$ cat src/rtl/usart_pkg.sv
// Shared USART definitions: receiver/transmitter FSM states, frame-format
// limits and defaults, and the baud divisor helper.
package usart_pkg;

   typedef enum logic [1:0] {
      IDLE  = 2'd0,
      START = 2'd1,
      DATA  = 2'd2,
      STOP  = 2'd3
   } usart_state_e;

   localparam int USART_DEF_CLK_FREQ      = 100000000;
   localparam int USART_DEF_BAUD_RATE     = 115200;
   localparam int USART_DEF_DATA_BITS     = 8;
   localparam int USART_DEF_STOP_BITS     = 1;

   localparam int USART_MIN_DATA_BITS     = 5;
   localparam int USART_MAX_DATA_BITS     = 9;
   localparam int USART_MIN_STOP_BITS     = 1;
   localparam int USART_MAX_STOP_BITS     = 2;
   localparam int USART_MIN_CLKS_PER_BIT  = 4;

   // Integer divide; the remainder shows up as a small per-frame baud error.
   function automatic int clks_per_bit(input int clk_freq, input int baud_rate);
      return clk_freq / baud_rate;
   endfunction

endpackage

$ cat src/rtl/usart_sync2.sv
// Two-flop synchroniser for asynchronous inputs; reset value is chosen per use
// so an idle-high line does not look like an edge when reset releases.
module usart_sync2 #(
   parameter int               WIDTH     = 1,
   parameter logic [WIDTH-1:0] RESET_VAL = '1
) (
   input  logic             clk,
   input  logic             reset,
   input  logic [WIDTH-1:0] d,
   output logic [WIDTH-1:0] q
);

   logic [WIDTH-1:0] meta_q;
   logic [WIDTH-1:0] meta_d;
   logic [WIDTH-1:0] sync_q;
   logic [WIDTH-1:0] sync_d;

   always_comb begin
      meta_d = d;
      sync_d = meta_q;
   end

   always_ff @(posedge clk) begin
      if (reset) begin
         meta_q <= RESET_VAL;
         sync_q <= RESET_VAL;
      end else begin
         meta_q <= meta_d;
         sync_q <= sync_d;
      end
   end

   assign q = sync_q;

endmodule

$ cat src/rtl/usart_rx.sv
// USART receiver: mid-bit sampling of a resynchronised line, valid/ready
// holding register for the received word, framing-error and overrun pulses.
module usart_rx
   import usart_pkg::*;
#(
   parameter int CLK_FREQ  = USART_DEF_CLK_FREQ,
   parameter int BAUD_RATE = USART_DEF_BAUD_RATE,
   parameter int DATA_BITS = USART_DEF_DATA_BITS,
   parameter int STOP_BITS = USART_DEF_STOP_BITS
) (
   input  logic                 clk,
   input  logic                 reset,
   input  logic                 rx,
   output logic [DATA_BITS-1:0] data,
   output logic                 valid,
   input  logic                 ready,
   output logic                 busy,
   output logic                 frame_err,
   output logic                 overrun
);

   localparam int CLKS_PER_BIT = clks_per_bit(CLK_FREQ, BAUD_RATE);
   localparam int HALF         = CLKS_PER_BIT / 2;
   localparam int CNT_W        = $clog2(CLKS_PER_BIT);
   localparam int BIT_W        = $clog2(DATA_BITS);

   localparam logic [CNT_W-1:0] CNT_HALF  = CNT_W'(HALF - 1);
   localparam logic [CNT_W-1:0] CNT_LAST  = CNT_W'(CLKS_PER_BIT - 1);
   localparam logic [BIT_W-1:0] BIT_LAST  = BIT_W'(DATA_BITS - 1);
   localparam logic             STOP_LAST = 1'(STOP_BITS - 1);

   if (CLKS_PER_BIT < USART_MIN_CLKS_PER_BIT) begin : g_chk_cpb
      $error("usart_rx: CLK_FREQ/BAUD_RATE must be at least 4");
   end
   if (DATA_BITS < USART_MIN_DATA_BITS || DATA_BITS > USART_MAX_DATA_BITS) begin : g_chk_data
      $error("usart_rx: DATA_BITS out of range 5..9");
   end
   if (STOP_BITS < USART_MIN_STOP_BITS || STOP_BITS > USART_MAX_STOP_BITS) begin : g_chk_stop
      $error("usart_rx: STOP_BITS out of range 1..2");
   end

   logic rx_s;

   usart_sync2 #(
      .WIDTH     (1),
      .RESET_VAL (1'b1)
   ) u_sync (
      .clk   (clk),
      .reset (reset),
      .d     (rx),
      .q     (rx_s)
   );

   usart_state_e state_q, state_d;

   logic [CNT_W-1:0]     cnt_q, cnt_d;
   logic [BIT_W-1:0]     bit_idx_q, bit_idx_d;
   logic                 stop_idx_q, stop_idx_d;
   logic [DATA_BITS-1:0] shreg_q, shreg_d;
   logic                 bad_q, bad_d;
   logic                 done_q, done_d;
   logic                 done_bad_q, done_bad_d;
   logic [DATA_BITS-1:0] data_q, data_d;
   logic                 valid_q, valid_d;
   logic                 frame_err_q, frame_err_d;
   logic                 overrun_q, overrun_d;

   logic cnt_at_half;
   logic cnt_at_last;

   assign cnt_at_half = (cnt_q == CNT_HALF);
   assign cnt_at_last = (cnt_q == CNT_LAST);

   // State register
   always_ff @(posedge clk) begin
      if (reset) begin
         state_q <= IDLE;
      end else begin
         state_q <= state_d;
      end
   end

   // Next-state logic
   always_comb begin
      state_d = state_q;
      unique case (state_q)
         IDLE: begin
            if (!rx_s) state_d = START;
         end
         START: begin
            if (cnt_at_half) state_d = rx_s ? IDLE : DATA;
         end
         DATA: begin
            if (cnt_at_last && bit_idx_q == BIT_LAST) state_d = STOP;
         end
         STOP: begin
            if (cnt_at_last && stop_idx_q == STOP_LAST) state_d = IDLE;
         end
         default: state_d = IDLE;
      endcase
   end

   // Bit timing, sampling and frame completion
   always_comb begin
      cnt_d      = cnt_q;
      bit_idx_d  = bit_idx_q;
      stop_idx_d = stop_idx_q;
      shreg_d    = shreg_q;
      bad_d      = bad_q;
      done_d     = 1'b0;
      done_bad_d = 1'b0;
      unique case (state_q)
         IDLE: begin
            cnt_d      = '0;
            bit_idx_d  = '0;
            stop_idx_d = 1'b0;
            bad_d      = 1'b0;
         end
         START: begin
            cnt_d = cnt_at_half ? '0 : cnt_q + 1'b1;
         end
         DATA: begin
            if (cnt_at_last) begin
               cnt_d     = '0;
               shreg_d   = {rx_s, shreg_q[DATA_BITS-1:1]};
               bit_idx_d = bit_idx_q + 1'b1;
            end else begin
               cnt_d = cnt_q + 1'b1;
            end
         end
         STOP: begin
            if (cnt_at_last) begin
               cnt_d      = '0;
               stop_idx_d = stop_idx_q + 1'b1;
               if (stop_idx_q == STOP_LAST) begin
                  done_d     = 1'b1;
                  done_bad_d = bad_q | ~rx_s;
               end else begin
                  bad_d = bad_q | ~rx_s;
               end
            end else begin
               cnt_d = cnt_q + 1'b1;
            end
         end
         default: cnt_d = '0;
      endcase
   end

   // Output logic; a load in the same cycle as a handshake keeps valid set
   always_comb begin
      busy        = (state_q != IDLE);
      data_d      = data_q;
      valid_d     = valid_q;
      frame_err_d = 1'b0;
      overrun_d   = 1'b0;
      if (valid_q && ready) valid_d = 1'b0;
      if (done_q) begin
         if (done_bad_q) begin
            frame_err_d = 1'b1;
         end else if (!valid_q || ready) begin
            data_d  = shreg_q;
            valid_d = 1'b1;
         end else begin
            overrun_d = 1'b1;
         end
      end
   end

   always_ff @(posedge clk) begin
      if (reset) begin
         cnt_q       <= '0;
         bit_idx_q   <= '0;
         stop_idx_q  <= 1'b0;
         shreg_q     <= '0;
         bad_q       <= 1'b0;
         done_q      <= 1'b0;
         done_bad_q  <= 1'b0;
         data_q      <= '0;
         valid_q     <= 1'b0;
         frame_err_q <= 1'b0;
         overrun_q   <= 1'b0;
      end else begin
         cnt_q       <= cnt_d;
         bit_idx_q   <= bit_idx_d;
         stop_idx_q  <= stop_idx_d;
         shreg_q     <= shreg_d;
         bad_q       <= bad_d;
         done_q      <= done_d;
         done_bad_q  <= done_bad_d;
         data_q      <= data_d;
         valid_q     <= valid_d;
         frame_err_q <= frame_err_d;
         overrun_q   <= overrun_d;
      end
   end

   assign data      = data_q;
   assign valid     = valid_q;
   assign frame_err = frame_err_q;
   assign overrun   = overrun_q;

endmodule

$ cat config.mk
export PLATFORM = sky130hd
export DESIGN_NAME = usart_rx
export DESIGN_NICKNAME = d
export VERILOG_FILES = /design/src/rtl/usart_pkg.sv /design/src/rtl/usart_sync2.sv /design/src/rtl/usart_rx.sv
export SDC_FILE = /design/constraint.sdc
export NUM_CORES = 1
export LEC_CHECK = 0
export ABC_AREA = 1
export CAP_MARGIN = 30
export CORE_ASPECT_RATIO = 2
export CORE_MARGIN = 2
export CORE_UTILIZATION = 42
export CTS_CLUSTER_DIAMETER = 80
export DETAILED_ROUTE_END_ITERATION = 12
export GPL_ROUTABILITY_DRIVEN = 0
export HOLD_SLACK_MARGIN = 0.05
export PLACE_DENSITY = 0.64
export SETUP_SLACK_MARGIN = 0.4
export SLEW_MARGIN = 20
export SYNTH_ARGS = -nofsm -noshare
export SYNTH_HDL_FRONTEND = slang
export SYNTH_HIERARCHICAL = 1
export SYNTH_SLANG_ARGS = --single-unit
$ cat constraint.sdc
create_clock -name clk -period 2.3 [get_ports clk]
set_input_delay 0.46 -clock clk [delete_from_list [all_inputs] [get_ports clk]]
set_output_delay 0.46 -clock clk [all_outputs]
set_load 0.02 [all_outputs]
==> flow_summary.json <==
{
  "critical_path_class": "register to output pin",
  "coreArea_um2": 3650,
  "num_io_pins": 16,
  "wl_per_cell_um": 10.3,
  "overflow": 0,
  "grt_max_degree": 21,
  "worstSkewPairLatency_ns": 0.29,
  "worstMarginPinSlew_ns": 0.796,
  "utilization_pct": 53.0,
  "die_h_um": 91.3,
  "htree_levels": 2,
  "die-area_um2": 4350,
  "dp_hpwl_mm": 2.15,
  "p_switching_mw": 0.271,
  "synth_edf_count": 0,
  "slew_violations": 0,
  "power_density_nw_per_um2": 675,
  "min_path_cells": 2,
  "post_synth.cell_area_avg_um2": 7.81,
  "synthTopCellsByCount": "dfxtp_1, inv_1, nand2_1, nor2_1, a21oi_1",
  "grt_pass1_vias": 1182,
  "max_freq_ghz": 0.547,
  "synthesis.nets": 213,
  "ys_ff_latch": 40,
  "fin_crit_sh_pct": 79.5,
  "cts_made_buffers": 5,
  "cp_max_fo": 8,
  "cts.sinks": 40,
  "synth_area_leaders": "dfxtp_1, a21oi_1, inv_1",
  "placed_cell_area_um2": 1820,
  "yosys_warnings": 6,
  "root_buffer": "clkbuf_8",
  "tns_ns": 0,
  "start_util_pct": 43.9,
  "sw_frac_of_total_pct": 20.8,
  "drive_above_1_share_pct": 7.52,
  "leakage_nw": 0.740,
  "portBuffers": 15,
  "yosysMostFrequentCell": "dfxtp_1",
  "clockPowerShare_pct": 43.3,
  "via_per_inst": 4.69,
  "fp-row-count": 31,
  "cpPeakStageDelay_ns": 0.42,
  "num_antenna_cells": 0,
  "nNetsFinal": 233,
  "endpoint_kind": "output pin",
  "slew_headroom_pct": 46.7,
  "setup_violations": 0,
  "track_usage_pct": 15.0,
  "detailroute.via_count": 1290,
  "fin_crit_ns": 1.83,
  "seq_power_share_pct": 53.5,
  "routed_wl_mm": 2.83,
  "cts_tree": "done",
  "die_x_um": 47.7,
  "ff2ff_path_depth": 7,
  "arrival_ns": 1.37,
  "first_pass_iters": 4,
  "crit_slowest_cell": "dfxtp_1",
  "synthArstFlopShare_pct": 0,
  "grt_setup_unrepaired": "no",
  "p_int_mw": 1.03,
  "crit_family": "buffers and inverters",
  "area_delta_synth_final_pct": 20.7,
  "final_antenna_net_count": 0,
  "antenna_found_initial": 0,
  "hp-class": "register to register",
  "hold_viol_final": 0,
  "required_ns": 1.84,
  "pre_cts_ws_ns": 0.316,
  "peakVddDrop_v": 0.000519,
  "clock_path_buffers": 2,
  "grt_pass1_wl_mm": 4.68,
  "synth.cell_area_um2": 1600,
  "crit_path_cell_trace": "inv_1 -> nand2_2 -> dlygate4sd2_1",
  "hold_buffers": 0,
  "ys_types": 22,
  "netlist_instances": 205,
  "p_comb_share_pct": 3.2,
  "outcome": "finished clean",
  "synth_ff_type": "dfxtp_1",
  "synth_top_area_share_pct": 50.0,
  "ys_seq_area_share_pct": 50.0,
  "final_area_um2": 1930,
  "worst-path-buf-inv": 2,
  "fill_cells": 375,
  "ff2ff_setup_slack_ns": 0.81,
  "final.setup.worst_slack_ns": 0.472,
  "holdWs_ns": 0.419,
  "drtIter0Drc": 25,
  "start_kind": "register",
  "path_depth": 3,
  "post-route-drc-count": 0,
  "finClkSkew_ns": 0.00469,
  "path_clk_slew_ns": 0.08,
  "drv_cap": 0,
  "yosysTopAreaCell": "dfxtp_1"
}
==> registers in the layout, indices dropped and copies added, names as in the netlist, 3 cells and up, named ones only <==
name and cells:
cnt_q 10, data 8, shreg_q 8, bit_idx_q 3
==> per-layer routing <==
metal  up-vias  share of wire [%]  track usage, %
li1        702                  -               -
met1       567                 38            12.7
met2        15                 56            27.3
met3         6                2.5            4.17
met4         0                3.0            8.78
met5         -                  0               0
==> layout make-up <==
class	instances	area (um2)	share of cell area (%)
well taps	49	61.3	3.17
repair buffers	18	184	9.51
inverters	31	116	6.02
multi-input cells	129	659	34.1
clock buffers	5	68.8	3.56
flip-flops and latches	40	801	41.4
clock inverters	3	42.5	2.20
==> worst register-to-register path, cell delays in order (launching register included) <==
cell and delay, ns:
dfxtp_1 0.38, ha_1 0.22, nand2_1 0.06, nor2_1 0.18, nand4_1 0.10, buf_4 0.21
o21ai_0 0.18, a21oi_1 0.06
==> worst paths after layout <==
path / startpoint / endpoint
worst min register to register: u_sync/meta_q / u_sync/q
worst min-delay path: u_sync/meta_q / u_sync/q
worst max register to register: cnt_q[0] / shreg_q[4]
worst max-delay path: state_q[0] / busy
==> power groups by stage <==
stage	Clock, mW	Combinational [mW]	Sequential, mW
2_1_floorplan	0	0.0234	0.714
5_1_grt	0.613	0.0462	0.699
3_5_place_dp	0	0.0426	0.715
4_1_cts	0.587	0.0423	0.698
3_3_place_gp	0	0.0431	0.715
6_report	0.565	0.0416	0.698
==> stage by stage <==
step / power (mW) / cells
2_1_floorplan: 0.737 / 205
3_3_place_gp: 0.758 / 267
3_5_place_dp: 0.757 / 267
4_1_cts: 1.33 / 275
5_1_grt: 1.36 / 275
6_report: 1.30 / 275
==> what timing repair did <==
| action | 4_1_cts | 5_1_grt |
|---|---|---|
| endpoints found under the hold margin | 0 | 0 |
| setup endpoints to repair | 1 | 0 |
| gates resized for setup | 1 | 0 |
| buffers inserted | 0 | 0 |
==> kinds of logic (layout without fill, tap and decap cells) <==
logic type	count (synthesis)	in the layout	share of synthesized area (%)
flip-flops	40	40	50.0
AO/OA/AOI/OAI	43	43	13.4
buffers and inverters	36	57	8.83
adder cells (fa/ha/maj)	4	4	3.13
AND/OR/NAND/NOR	78	78	22.4
XOR/XNOR	4	4	2.19
==> layout by cell type, fill, tap and decap left out, drive strengths merged <==
cell and count:
nor3b 3, a21oi 23, clkinvlp 1, clkdlybuf4s50 14, nor2 27, nand3 14, clkbuf 5, nor4 1
inv 31, dlygate4sd2 1, dfxtp 40, o21ai 20, nand4 5, clkinv 1, ha 4, nand2 28
xor2 2, buf 3, bufinv 1, xnor2 2
Note: power is estimated with default switching activity, not from simulation.
==> RTL edit, RTL diff (same flow settings) <==
Register the output `frame_err` once more, without a reset; this adds one clock of latency there. The other outputs are not delayed to match.
--- a/src/rtl/usart_rx.sv
+++ b/src/rtl/usart_rx.sv
@@ -198,3 +198,5 @@
    assign valid     = valid_q;
-   assign frame_err = frame_err_q;
+   always_ff @(posedge clk) begin
+      frame_err <= frame_err_q;
+   end
    assign overrun   = overrun_q;
Function: no difference found for any inputs over 10 cycles, from zero or initial values and one cycle with reset high; that may be too few to reach the edited logic, so the function may still have changed.
==> RTL edit against the original RTL <==
Cell area shrank 0.97%. Via count grew 1.6%. Area after synthesis grew 1.2%. Worst setup slack gained 0.0081 ns. First-iteration DRC count grew 8.0%. Sequential cell count grew 1. Wire length shrank 1.7%. Worst hold slack lost 0.088 ns. Power shrank 8.8%. Final cell count grew 1.1%. Largest power group unchanged. Highest routed layer unchanged.
==> RTL edit: results (changes against the original RTL) <==
| Metric | Value |
|---|---|
| Status | finished, final reports clean (unchanged) |
| PortBufs | 15 (unchanged) |
| Leak Pwr | 0.735 nW (was 0.740 nW) |
| Adder-Cell Fraction of Synth Area | 3.09% (was 3.13%) |
| Worst skew pair latency | 0.29 ns (about the same) |
| Clock slew at reported path FFs | 0.07 ns |
| Critical path peak fanout | 8 (unchanged) |
| Met2 WL post-DR | 1310 um (was 1590 um) |
| Initial antenna violation count | 0 (unchanged) |
| First-pass GRT wire length | 4890 um (was 4680 um) |
| Final nets | 234 (was 233) |
| Fin Clk Skew | 0.00696 ns (was 0.00469 ns) |
| Largest cells by area after synthesis | dfxtp_1, a21oi_1, inv_1 (unchanged) |
| Initial DRC Count | 27 (was 25) |
| H-tree Lvls | 2 (unchanged) |
| HP Class | reg -> reg (unchanged) |
| DR top layer | met4 (unchanged) |
| Final WL | 2780 um (was 2830 um) |
| Maximum vdd drop | 0.000488 V (was 0.000519 V) |
| Largest register FFs | 10 (unchanged) |
| Met3 WL | 89 um (was 72 um) |
| Part of the Yosys area used for sequential elements | 50.6% (was 50.0%) |
| Main flop type after synthesis | dfxtp_1 (unchanged) |
| Post-Route M1 WL | 1330 um (was 1080 um) |
| Slew Limit Fails | 0 (unchanged) |
| Least-Margin Pin Slew | 0.244 ns (was 0.796 ns) |
| Initial DRT Pass Iterations | 3 (was 4) |
| Post-synth top cells | dfxtp_1, inv_1, nand2_1, nor2_1, a21oi_1 (unchanged) |
| Synth Area in Compound Gates | 13.3% (was 13.4%) |
| Synth Net Count | 214 (was 213) |
| DR vias/cell | 4.71 (was 4.69) |
| CP arrival | 1.36 ns |
| Layout cells sized above 1 | 7.05% (was 7.52%) |
| Vias in the first global route | 1194 (was 1182) |
| XOR/XNOR Fraction of Synth Area | 2.16% (was 2.19%) |
| Clk Tree Root Cell | clkbuf_8 (unchanged) |
| DP HPWL | 2030 um (was 2150 um) |
| Antenna Cells | 0 (unchanged) |
| Fillers | 398 (was 375) |
| Gr usage total | 15.0% (about the same) |
==> RTL edit: changes by cell type after synthesis, sizes merged <==
cell / change
dfxtp: +1
==> RTL edit: worst max-delay path: stages, from the launching register on <==
cell,delay (ns)
dfxtp_1,0.45
inv_2,0.09
nand2_2,0.18
dlygate4sd2_1,0.36
==> RTL edit: logic make-up after synthesis <==
group                    count (synthesis)
AO/OA/AOI/OAI                           43
XOR/XNOR                                 4
buffers and inverters                   36
flip-flops                              41
AND/OR/NAND/NOR                         78
adder cells (fa/ha/maj)                  4
==> RTL edit: repair_timing <==
item | 4_1_cts | 5_1_grt
endpoints found under the setup margin | 1 | 0
resized for setup | 1 | 0
setup buffers | 0 | 0
==> RTL edit: cell type report <==
class	instances	share of cell area, %
Timing Repair Buffer	18	8.95
Multi-Input combinational cell	129	34.4
Inverter	31	6.08
Clock inverter	2	0.523
Clock buffer	6	3.79
Tap cell	51	3.33
Sequential cell	41	42.9
==> RTL edit: per-layer routing <==
layer / track usage [%] / vias up
met5: 0 / -
met1: 18.8 / 587
met4: 5.86 / 0
met3: 4.72 / 7
met2: 22.9 / 16
li1: - / 700
==> RTL edit: path summary, 6_finish.rpt <==
| kind | startpoint | end | slack, ns | cells past startpoint |
|---|---|---|---|---|
| min reg2reg | frame_err_q | frame_err | 0.33 | 0 |
| max reg2reg | cnt_q[0] | shreg_q[6] | 0.81 | 7 |
| min | frame_err_q | frame_err | 0.33 | 0 |
| max | flop | busy | 0.48 | 3 |
==> RTL edit: through the flow <==
stage,cells,setup slack (ns),area (sq um),total power [mW],hold slack [ns]
after global routing,278,0.423,1910,1.25,0.345
after detailed placement,270,0.461,1830,0.770,0.317
after floorplan,206,0.994,1620,0.755,0.310
after CTS,278,0.481,1910,1.21,0.334
final,278,0.480,1910,1.19,0.331
after global placement,270,0.535,1830,0.769,0.315
==> RTL edit: power breakdown <==
group | switching (mW) | leakage (nW) | total (mW) | internal [mW]
Combinational | 0.0232 | 0.359 | 0.0368 | 0.0136
Sequential | 0.00314 | 0.331 | 0.716 | 0.713
Clock | 0.228 | 0.0450 | 0.438 | 0.210
